## src/rtl/seven_segment_scan_ctrl.sv

```systemverilog
// Multiplexed 7-segment scan controller: double-buffered BCD image, one shared
// decoder, blanking gap between digits, optional leading-zero blanking.

module bcd7segment (
  input  logic [3:0] bcd_i,
  output logic [6:0] seg_c
);
  // Segment order a..g maps to bits 6..0; codes above 9 leave all segments dark
  always_comb begin
    seg_c = 7'h00;
    case (bcd_i)
      4'd0: seg_c = 7'b1111110;
      4'd1: seg_c = 7'b0110000;
      4'd2: seg_c = 7'b1101101;
      4'd3: seg_c = 7'b1111001;
      4'd4: seg_c = 7'b0110011;
      4'd5: seg_c = 7'b1011011;
      4'd6: seg_c = 7'b1011111;
      4'd7: seg_c = 7'b1110000;
      4'd8: seg_c = 7'b1111111;
      4'd9: seg_c = 7'b1111011;
      default: seg_c = 7'h00;
    endcase
  end
endmodule

module seven_segment_scan_ctrl #(
  parameter int unsigned DIGITS   = 4,
  parameter int unsigned PRESCALE = 1000,
  parameter int unsigned BLANK    = 8
) (
  input  logic                  CLK,
  input  logic                  RST_N,
  input  logic                  LOAD,
  input  logic [4*DIGITS-1:0]   DATA_IN,
  input  logic [DIGITS-1:0]     DP_IN,
  input  logic                  LZB_EN,
  output logic [DIGITS-1:0]     DIGIT_SEL,
  output logic [7:0]            SEGMENT,
  output logic                  PENDING,
  output logic                  FRAME_DONE
);

  localparam int unsigned MAX_CNT = (PRESCALE > BLANK) ? PRESCALE : BLANK;
  localparam int unsigned CNT_W   = (MAX_CNT > 1) ? $clog2(MAX_CNT) : 1;
  localparam int unsigned IDX_W   = $clog2(DIGITS);
  localparam int unsigned IMG_W   = 4 * DIGITS;

  typedef enum logic {ST_BLANK, ST_SHOW} state_e;

  state_e              state_q, state_d;
  logic [CNT_W-1:0]    cnt_q, cnt_d;
  logic [IDX_W-1:0]    idx_q, idx_d;
  logic [IMG_W-1:0]    shadow_q, shadow_d, active_q, active_d;
  logic [DIGITS-1:0]   dp_sh_q, dp_sh_d, dp_act_q, dp_act_d;
  logic                pending_q, pending_d;
  logic [DIGITS-1:0]   digit_sel_q, digit_sel_d;
  logic [7:0]          segment_q, segment_d;
  logic                frame_done_q, frame_done_d;

  logic                commit_c;
  logic                zero_run_c;
  logic [DIGITS-1:0]   blank_mask_c;
  logic [3:0]          nibble_c;
  logic [3:0]          bcd_c;
  logic [6:0]          seg7_c;

  // Digit i is dark when it and every more-significant active nibble are zero
  always_comb begin
    zero_run_c   = 1'b1;
    blank_mask_c = '0;
    for (int i = DIGITS - 1; i > 0; i--) begin
      zero_run_c      = zero_run_c & (active_q[4*i +: 4] == 4'd0);
      blank_mask_c[i] = LZB_EN & zero_run_c;
    end
  end

  // Outputs are registered, so decode the digit the next state will show
  assign nibble_c = 4'(active_q >> {idx_d, 2'b00});
  assign bcd_c    = blank_mask_c[idx_d] ? 4'hF : nibble_c;

  bcd7segment u_dec (
    .bcd_i (bcd_c),
    .seg_c (seg7_c)
  );

  always_comb begin
    state_d      = state_q;
    cnt_d        = cnt_q;
    idx_d        = idx_q;
    commit_c     = 1'b0;
    shadow_d     = shadow_q;
    dp_sh_d      = dp_sh_q;
    active_d     = active_q;
    dp_act_d     = dp_act_q;
    pending_d    = pending_q;
    digit_sel_d  = '0;
    segment_d    = 8'h00;
    frame_done_d = 1'b0;

    case (state_q)
      ST_BLANK: begin
        if (cnt_q == CNT_W'(BLANK - 1)) begin
          state_d = ST_SHOW;
          cnt_d   = '0;
        end else begin
          cnt_d = cnt_q + CNT_W'(1);
        end
      end
      ST_SHOW: begin
        if (cnt_q == CNT_W'(PRESCALE - 1)) begin
          state_d = ST_BLANK;
          cnt_d   = '0;
          if (idx_q == IDX_W'(DIGITS - 1)) begin
            idx_d    = '0;
            commit_c = 1'b1;
          end else begin
            idx_d = idx_q + IDX_W'(1);
          end
        end else begin
          cnt_d = cnt_q + CNT_W'(1);
        end
      end
      default: begin
        state_d = ST_BLANK;
        cnt_d   = '0;
      end
    endcase

    // Commit takes the pre-edge shadow; a LOAD on the same edge re-arms PENDING
    if (commit_c && pending_q) begin
      active_d  = shadow_q;
      dp_act_d  = dp_sh_q;
      pending_d = 1'b0;
    end
    if (LOAD) begin
      shadow_d  = DATA_IN;
      dp_sh_d   = DP_IN;
      pending_d = 1'b1;
    end

    if (state_d == ST_SHOW) begin
      digit_sel_d = DIGITS'(1) << idx_d;
      segment_d   = {dp_act_q[idx_d], seg7_c};
    end
    frame_done_d = commit_c;
  end

  always_ff @(posedge CLK) begin
    if (!RST_N) begin
      state_q      <= ST_BLANK;
      cnt_q        <= '0;
      idx_q        <= '0;
      shadow_q     <= '0;
      dp_sh_q      <= '0;
      active_q     <= '0;
      dp_act_q     <= '0;
      pending_q    <= 1'b0;
      digit_sel_q  <= '0;
      segment_q    <= 8'h00;
      frame_done_q <= 1'b0;
    end else begin
      state_q      <= state_d;
      cnt_q        <= cnt_d;
      idx_q        <= idx_d;
      shadow_q     <= shadow_d;
      dp_sh_q      <= dp_sh_d;
      active_q     <= active_d;
      dp_act_q     <= dp_act_d;
      pending_q    <= pending_d;
      digit_sel_q  <= digit_sel_d;
      segment_q    <= segment_d;
      frame_done_q <= frame_done_d;
    end
  end

  assign DIGIT_SEL  = digit_sel_q;
  assign SEGMENT    = segment_q;
  assign PENDING    = pending_q;
  assign FRAME_DONE = frame_done_q;

endmodule

```

## config.mk

```make
export PLATFORM = sky130hd
export DESIGN_NAME = seven_segment_scan_ctrl
export DESIGN_NICKNAME = d
export VERILOG_FILES = /design/src/rtl/seven_segment_scan_ctrl.sv
export SDC_FILE = /design/constraint.sdc
export NUM_CORES = 1
export LEC_CHECK = 0
export CAP_MARGIN = 5
export CORE_UTILIZATION = 45
export DETAILED_ROUTE_END_ITERATION = 6
export GPL_TIMING_DRIVEN = 1
export PLACE_DENSITY = 0.67
export SLEW_MARGIN = 20
export SYNTH_ARGS = -nofsm -noshare
export SYNTH_HDL_FRONTEND = slang
export SYNTH_SLANG_ARGS = --single-unit
```

## constraint.sdc

```tcl
create_clock -name CLK -period 7.78 [get_ports CLK]
set_clock_uncertainty 0.2 [all_clocks]
set_input_delay 2.334 -clock CLK [delete_from_list [all_inputs] [get_ports CLK]]
set_output_delay 2.334 -clock CLK [all_outputs]
set_load 0.1 [all_outputs]
```

==> impl_metrics.xml <==
<?xml version="1.0" encoding="UTF-8"?>
<metrics>
  <group name="synthesis">
    <metric name="netlist_area" unit="mm2">0.00301</metric>
    <metric name="yosys_warnings" unit="">0</metric>
    <metric name="netlist_top_cells_count" unit="">67 x sky130_fd_sc_hd__dfxtp_1, 52 x sky130_fd_sc_hd__nand2_1, 28 x sky130_fd_sc_hd__mux2i_1</metric>
    <metric name="yosys_register_bits" unit="">67</metric>
    <metric name="synth_cells" unit="">310</metric>
    <metric name="postSynth.topFlopCell" unit="">sky130_fd_sc_hd__dfxtp_1</metric>
    <metric name="postSynth.asyncResetShare" unit="%">0</metric>
    <metric name="synth_edf_count" unit="">0</metric>
    <metric name="postSynthNetCount" unit="">342</metric>
    <metric name="synthTopCellsByArea" unit="">sky130_fd_sc_hd__dfxtp_1 45%, sky130_fd_sc_hd__mux2i_1 9.3%, sky130_fd_sc_hd__nand2_1 6.5%</metric>
    <metric name="synth_seq_area_share" unit="%">44.5</metric>
    <metric name="post-synth-top-count-cell" unit="">sky130_fd_sc_hd__dfxtp_1</metric>
    <metric name="synthesis.area_per_instance" unit="um2">9.72</metric>
    <metric name="synth_area_leader_cell" unit="">sky130_fd_sc_hd__dfxtp_1</metric>
    <metric name="post_synth_top_area_share" unit="%">44.5</metric>
    <metric name="synth_cell_type_count" unit="">48</metric>
  </group>
  <group name="setup_path">
    <metric name="crit_family" unit="">buffers and inverters</metric>
    <metric name="start_kind" unit="">flop</metric>
    <metric name="worst-endpoint-arrival" unit="ns">1.86</metric>
    <metric name="critPathCaptureType" unit="">primary output</metric>
    <metric name="crit_chain" unit="">clkdlybuf4s50_1</metric>
    <metric name="reg2reg_to" unit="">SEGMENT[3]</metric>
    <metric name="crit-reg2reg-launch" unit="">cnt_q[0]</metric>
    <metric name="crit_type" unit="">reg -&gt; out</metric>
    <metric name="timing.reg2reg.worst_path_depth" unit="">10</metric>
    <metric name="critical_path.slowest_cell" unit="">sky130_fd_sc_hd__clkdlybuf4s50_1</metric>
    <metric name="timing.reg2reg.setup_slack" unit="ns">4.40</metric>
    <metric name="slowest_delay" unit="ns">1.15</metric>
    <metric name="crit_fanout" unit="">4</metric>
    <metric name="critical_path_buffers_and_inverters" unit="">1</metric>
    <metric name="cp.required" unit="ns">5.25</metric>
  </group>
  <group name="floorplan">
    <metric name="initial_utilization" unit="%">46.9</metric>
    <metric name="pin_count" unit="">38</metric>
    <metric name="design.core.area" unit="mm2">0.00642</metric>
    <metric name="die_w" unit="um">83.8</metric>
    <metric name="design.die.area" unit="mm2">0.00703</metric>
    <metric name="dieHeight" unit="um">83.8</metric>
    <metric name="core.rowCount" unit="">29</metric>
  </group>
  <group name="timing">
    <metric name="fin_setup_tns" unit="ns">0</metric>
    <metric name="minimum_clock_period" unit="ns">4.39</metric>
    <metric name="final_critical_path_setup_slack" unit="ns">3.39</metric>
    <metric name="worst_slew_margin_rel" unit="%">34.8</metric>
    <metric name="setup-violations-final" unit="">0</metric>
    <metric name="timing_max_transition_violations_final" unit="">0</metric>
    <metric name="final.period_utilization" unit="%">56.5</metric>
    <metric name="timing_worst_slew_pin_value" unit="ns">0.975</metric>
    <metric name="achievable-frequency" unit="MHz">228</metric>
    <metric name="final-hold-violation-count" unit="">0</metric>
    <metric name="rsz0062_at_grt" unit="">no</metric>
  </group>
  <group name="grt">
    <metric name="grt_usage" unit="%">17.5</metric>
    <metric name="antenna_violations_before_repair" unit="">0</metric>
    <metric name="grt_pass1_vias" unit="">2112</metric>
    <metric name="grt_max_degree" unit="">49</metric>
    <metric name="wire_length_of_the_first_global_routing_pass" unit="mm">9.84</metric>
    <metric name="grt_remaining_overflow" unit="">0</metric>
  </group>
  <group name="clock_tree">
    <metric name="holdBufCountCts" unit="">0</metric>
    <metric name="post_cts_resize_count" unit="">0</metric>
    <metric name="post_cts.repair.setup_buffers" unit="">0</metric>
    <metric name="cts_tree" unit="">yes</metric>
    <metric name="cts.sink_count" unit="">67</metric>
    <metric name="cts-root-buf" unit="">sky130_fd_sc_hd__clkbuf_8</metric>
    <metric name="clock_latency" unit="ns">0.34</metric>
    <metric name="numCtsBuffers" unit="">9</metric>
    <metric name="clk_path_buf_depth" unit="">2</metric>
    <metric name="htreeDepth" unit="">3</metric>
    <metric name="cts.reportedPaths.clkPinSlew" unit="ns">0.07</metric>
  </group>
  <group name="placed_design">
    <metric name="dp_hpwl" unit="mm">3.80</metric>
    <metric name="gpl_wtd_cong" unit="">0.827</metric>
    <metric name="instance_area_at_placement" unit="mm2">0.00341</metric>
    <metric name="placement.io_buffers" unit="">37</metric>
    <metric name="dpl.cell_count" unit="">411</metric>
    <metric name="post_place_setup_slack" unit="ns">3.10</metric>
  </group>
  <group name="routing">
    <metric name="detailedRoute.firstIterationViolations" unit="">63</metric>
    <metric name="drt-wirelength-per-cell" unit="um">12.9</metric>
    <metric name="post_drt_via_cell_ratio" unit="">5.19</metric>
    <metric name="drc" unit="">4</metric>
    <metric name="drt.antenna.violating_nets" unit="">0</metric>
    <metric name="detail_route.first_pass.iterations" unit="">6</metric>
    <metric name="vias" unit="">2211</metric>
    <metric name="routed_wirelength" unit="mm">5.50</metric>
  </group>
  <group name="pwr">
    <metric name="total_power" unit="uW">683</metric>
    <metric name="vdd_ir_drop_max" unit="V">0.000103</metric>
    <metric name="p_per_area" unit="mW/mm2">189</metric>
    <metric name="total_leakage_power" unit="uW">0.00144</metric>
  </group>
  <group name="run_status">
    <metric name="violations" unit="">design-rule violations</metric>
    <metric name="status" unit="">finished with violations</metric>
  </group>
  <group name="final_layout">
    <metric name="final_layout_size_suffix_gt1_share" unit="%">12.0</metric>
    <metric name="insertedDiodeCount" unit="">0</metric>
    <metric name="area_growth" unit="%">19.8</metric>
    <metric name="final_area" unit="mm2">0.00361</metric>
    <metric name="final_cell_count_no_fill" unit="">426</metric>
    <metric name="final-seq-area" unit="mm2">0.00134</metric>
    <metric name="nets" unit="">377</metric>
    <metric name="n_fill_cell" unit="">582</metric>
    <metric name="multi_input_comb_area" unit="mm2">0.00159</metric>
  </group>
  <group name="flow_run">
    <metric name="max_cap_violations" unit="">0</metric>
  </group>
  <group name="worst_hold_path">
    <metric name="min_delay_worst_endpoint" unit="">cnt_q[0]</metric>
    <metric name="min-delay-path-class" unit="">reg -&gt; reg</metric>
    <metric name="holdCritStartpoint" unit="">cnt_q[0]</metric>
    <metric name="worst_hold_path.num_cells" unit="">1</metric>
  </group>
</metrics>
-- worst max-delay path by stage --
| stage | to | slack (ns) | startpoint | cells after the start |
|---|---|---|---|---|
| floorplan | SEGMENT[3] | 3.81 | LZB_EN | 8 |
| global placement | SEGMENT[3] | 3.18 | LZB_EN | 9 |
| detailed placement | SEGMENT[3] | 3.10 | LZB_EN | 9 |
| CTS | PENDING | 3.36 | PENDING | 1 |
| global route | PENDING | 3.32 | PENDING | 1 |
| finish | PENDING | 3.39 | PENDING | 1 |
-- final cells by class --
class / count / share of cell area (%)
well taps: 77 / 2.67
inverters: 5 / 0.520
repair buffers: 38 / 10.3
clock inverters: 2 / 0.971
flip-flops and latches: 67 / 37.2
multi-input cells: 224 / 43.9
clock buffers: 13 / 4.40
-- report_power, final --
group / internal, uW / total, uW / leakage [uW] / switching, uW
logic: 22.2 / 40.3 / 0.000794 / 18.2
clock network: 164 / 286 / 0.0000995 / 122
registers: 351 / 356 / 0.000545 / 5.05
total: 537 / 683 / 0.00144 / 146
-- layout by cell type, fill, tap and decap left out, types with 3 or more instances in the layout --
cell	instances
sky130_fd_sc_hd__a21boi_0	20
sky130_fd_sc_hd__a21oi_1	4
sky130_fd_sc_hd__and2_1	3
sky130_fd_sc_hd__and2_2	3
sky130_fd_sc_hd__and3_2	3
sky130_fd_sc_hd__and4_1	3
sky130_fd_sc_hd__clkbuf_8	11
sky130_fd_sc_hd__clkdlybuf4s50_1	36
sky130_fd_sc_hd__dfxtp_1	67
sky130_fd_sc_hd__ha_1	8
sky130_fd_sc_hd__inv_1	4
sky130_fd_sc_hd__mux2i_1	28
sky130_fd_sc_hd__nand2_1	52
sky130_fd_sc_hd__nand3_1	11
sky130_fd_sc_hd__nand4_1	3
sky130_fd_sc_hd__nor2_1	14
sky130_fd_sc_hd__nor2b_1	22
sky130_fd_sc_hd__nor3_1	3
sky130_fd_sc_hd__nor4_1	3
sky130_fd_sc_hd__o21ai_0	4
sky130_fd_sc_hd__o21ai_1	3
sky130_fd_sc_hd__xnor2_1	4
sky130_fd_sc_hd__xor2_1	4
-- through the flow --
step	util [%]	hold WS, ns
after detailed placement	53.2	0.250
after floorplan	-	0.226
after global placement	53.2	0.237
after global routing	56.2	0.278
final	56.2	0.262
after CTS	56.2	0.266
-- state kept, by name, summed over array words and instances (netlist names) --
name	cells
PENDING	1
active_q	16
shadow_q	16
state_q	1
cnt_q	10
idx_q	2
SEGMENT	8
FRAME_DONE	1
DIGIT_SEL	4
dp_sh_q	4
dp_act_q	4
-- kinds of logic after synthesis --
logic type / Yosys count / synth area share (%)
flip-flops: 67 / 44.5
buffers and inverters: 19 / 2.87
multiplexers: 32 / 11.0
AND/OR/NAND/NOR: 132 / 24.5
AO/OA/AOI/OAI: 44 / 11.4
XOR/XNOR: 8 / 2.33
adder cells (fa/ha/maj): 8 / 3.32
-- per-layer routing --
layer  track usage (%)  part of all wire, %  vias up
met3              4.85                  3.7       10
met5                 0                    0        -
met2              26.8                   44       44
met4              7.52                  1.9        0
met1              23.0                   50     1020
li1                  -                    -     1137
(Power assumes the default switching activity.)
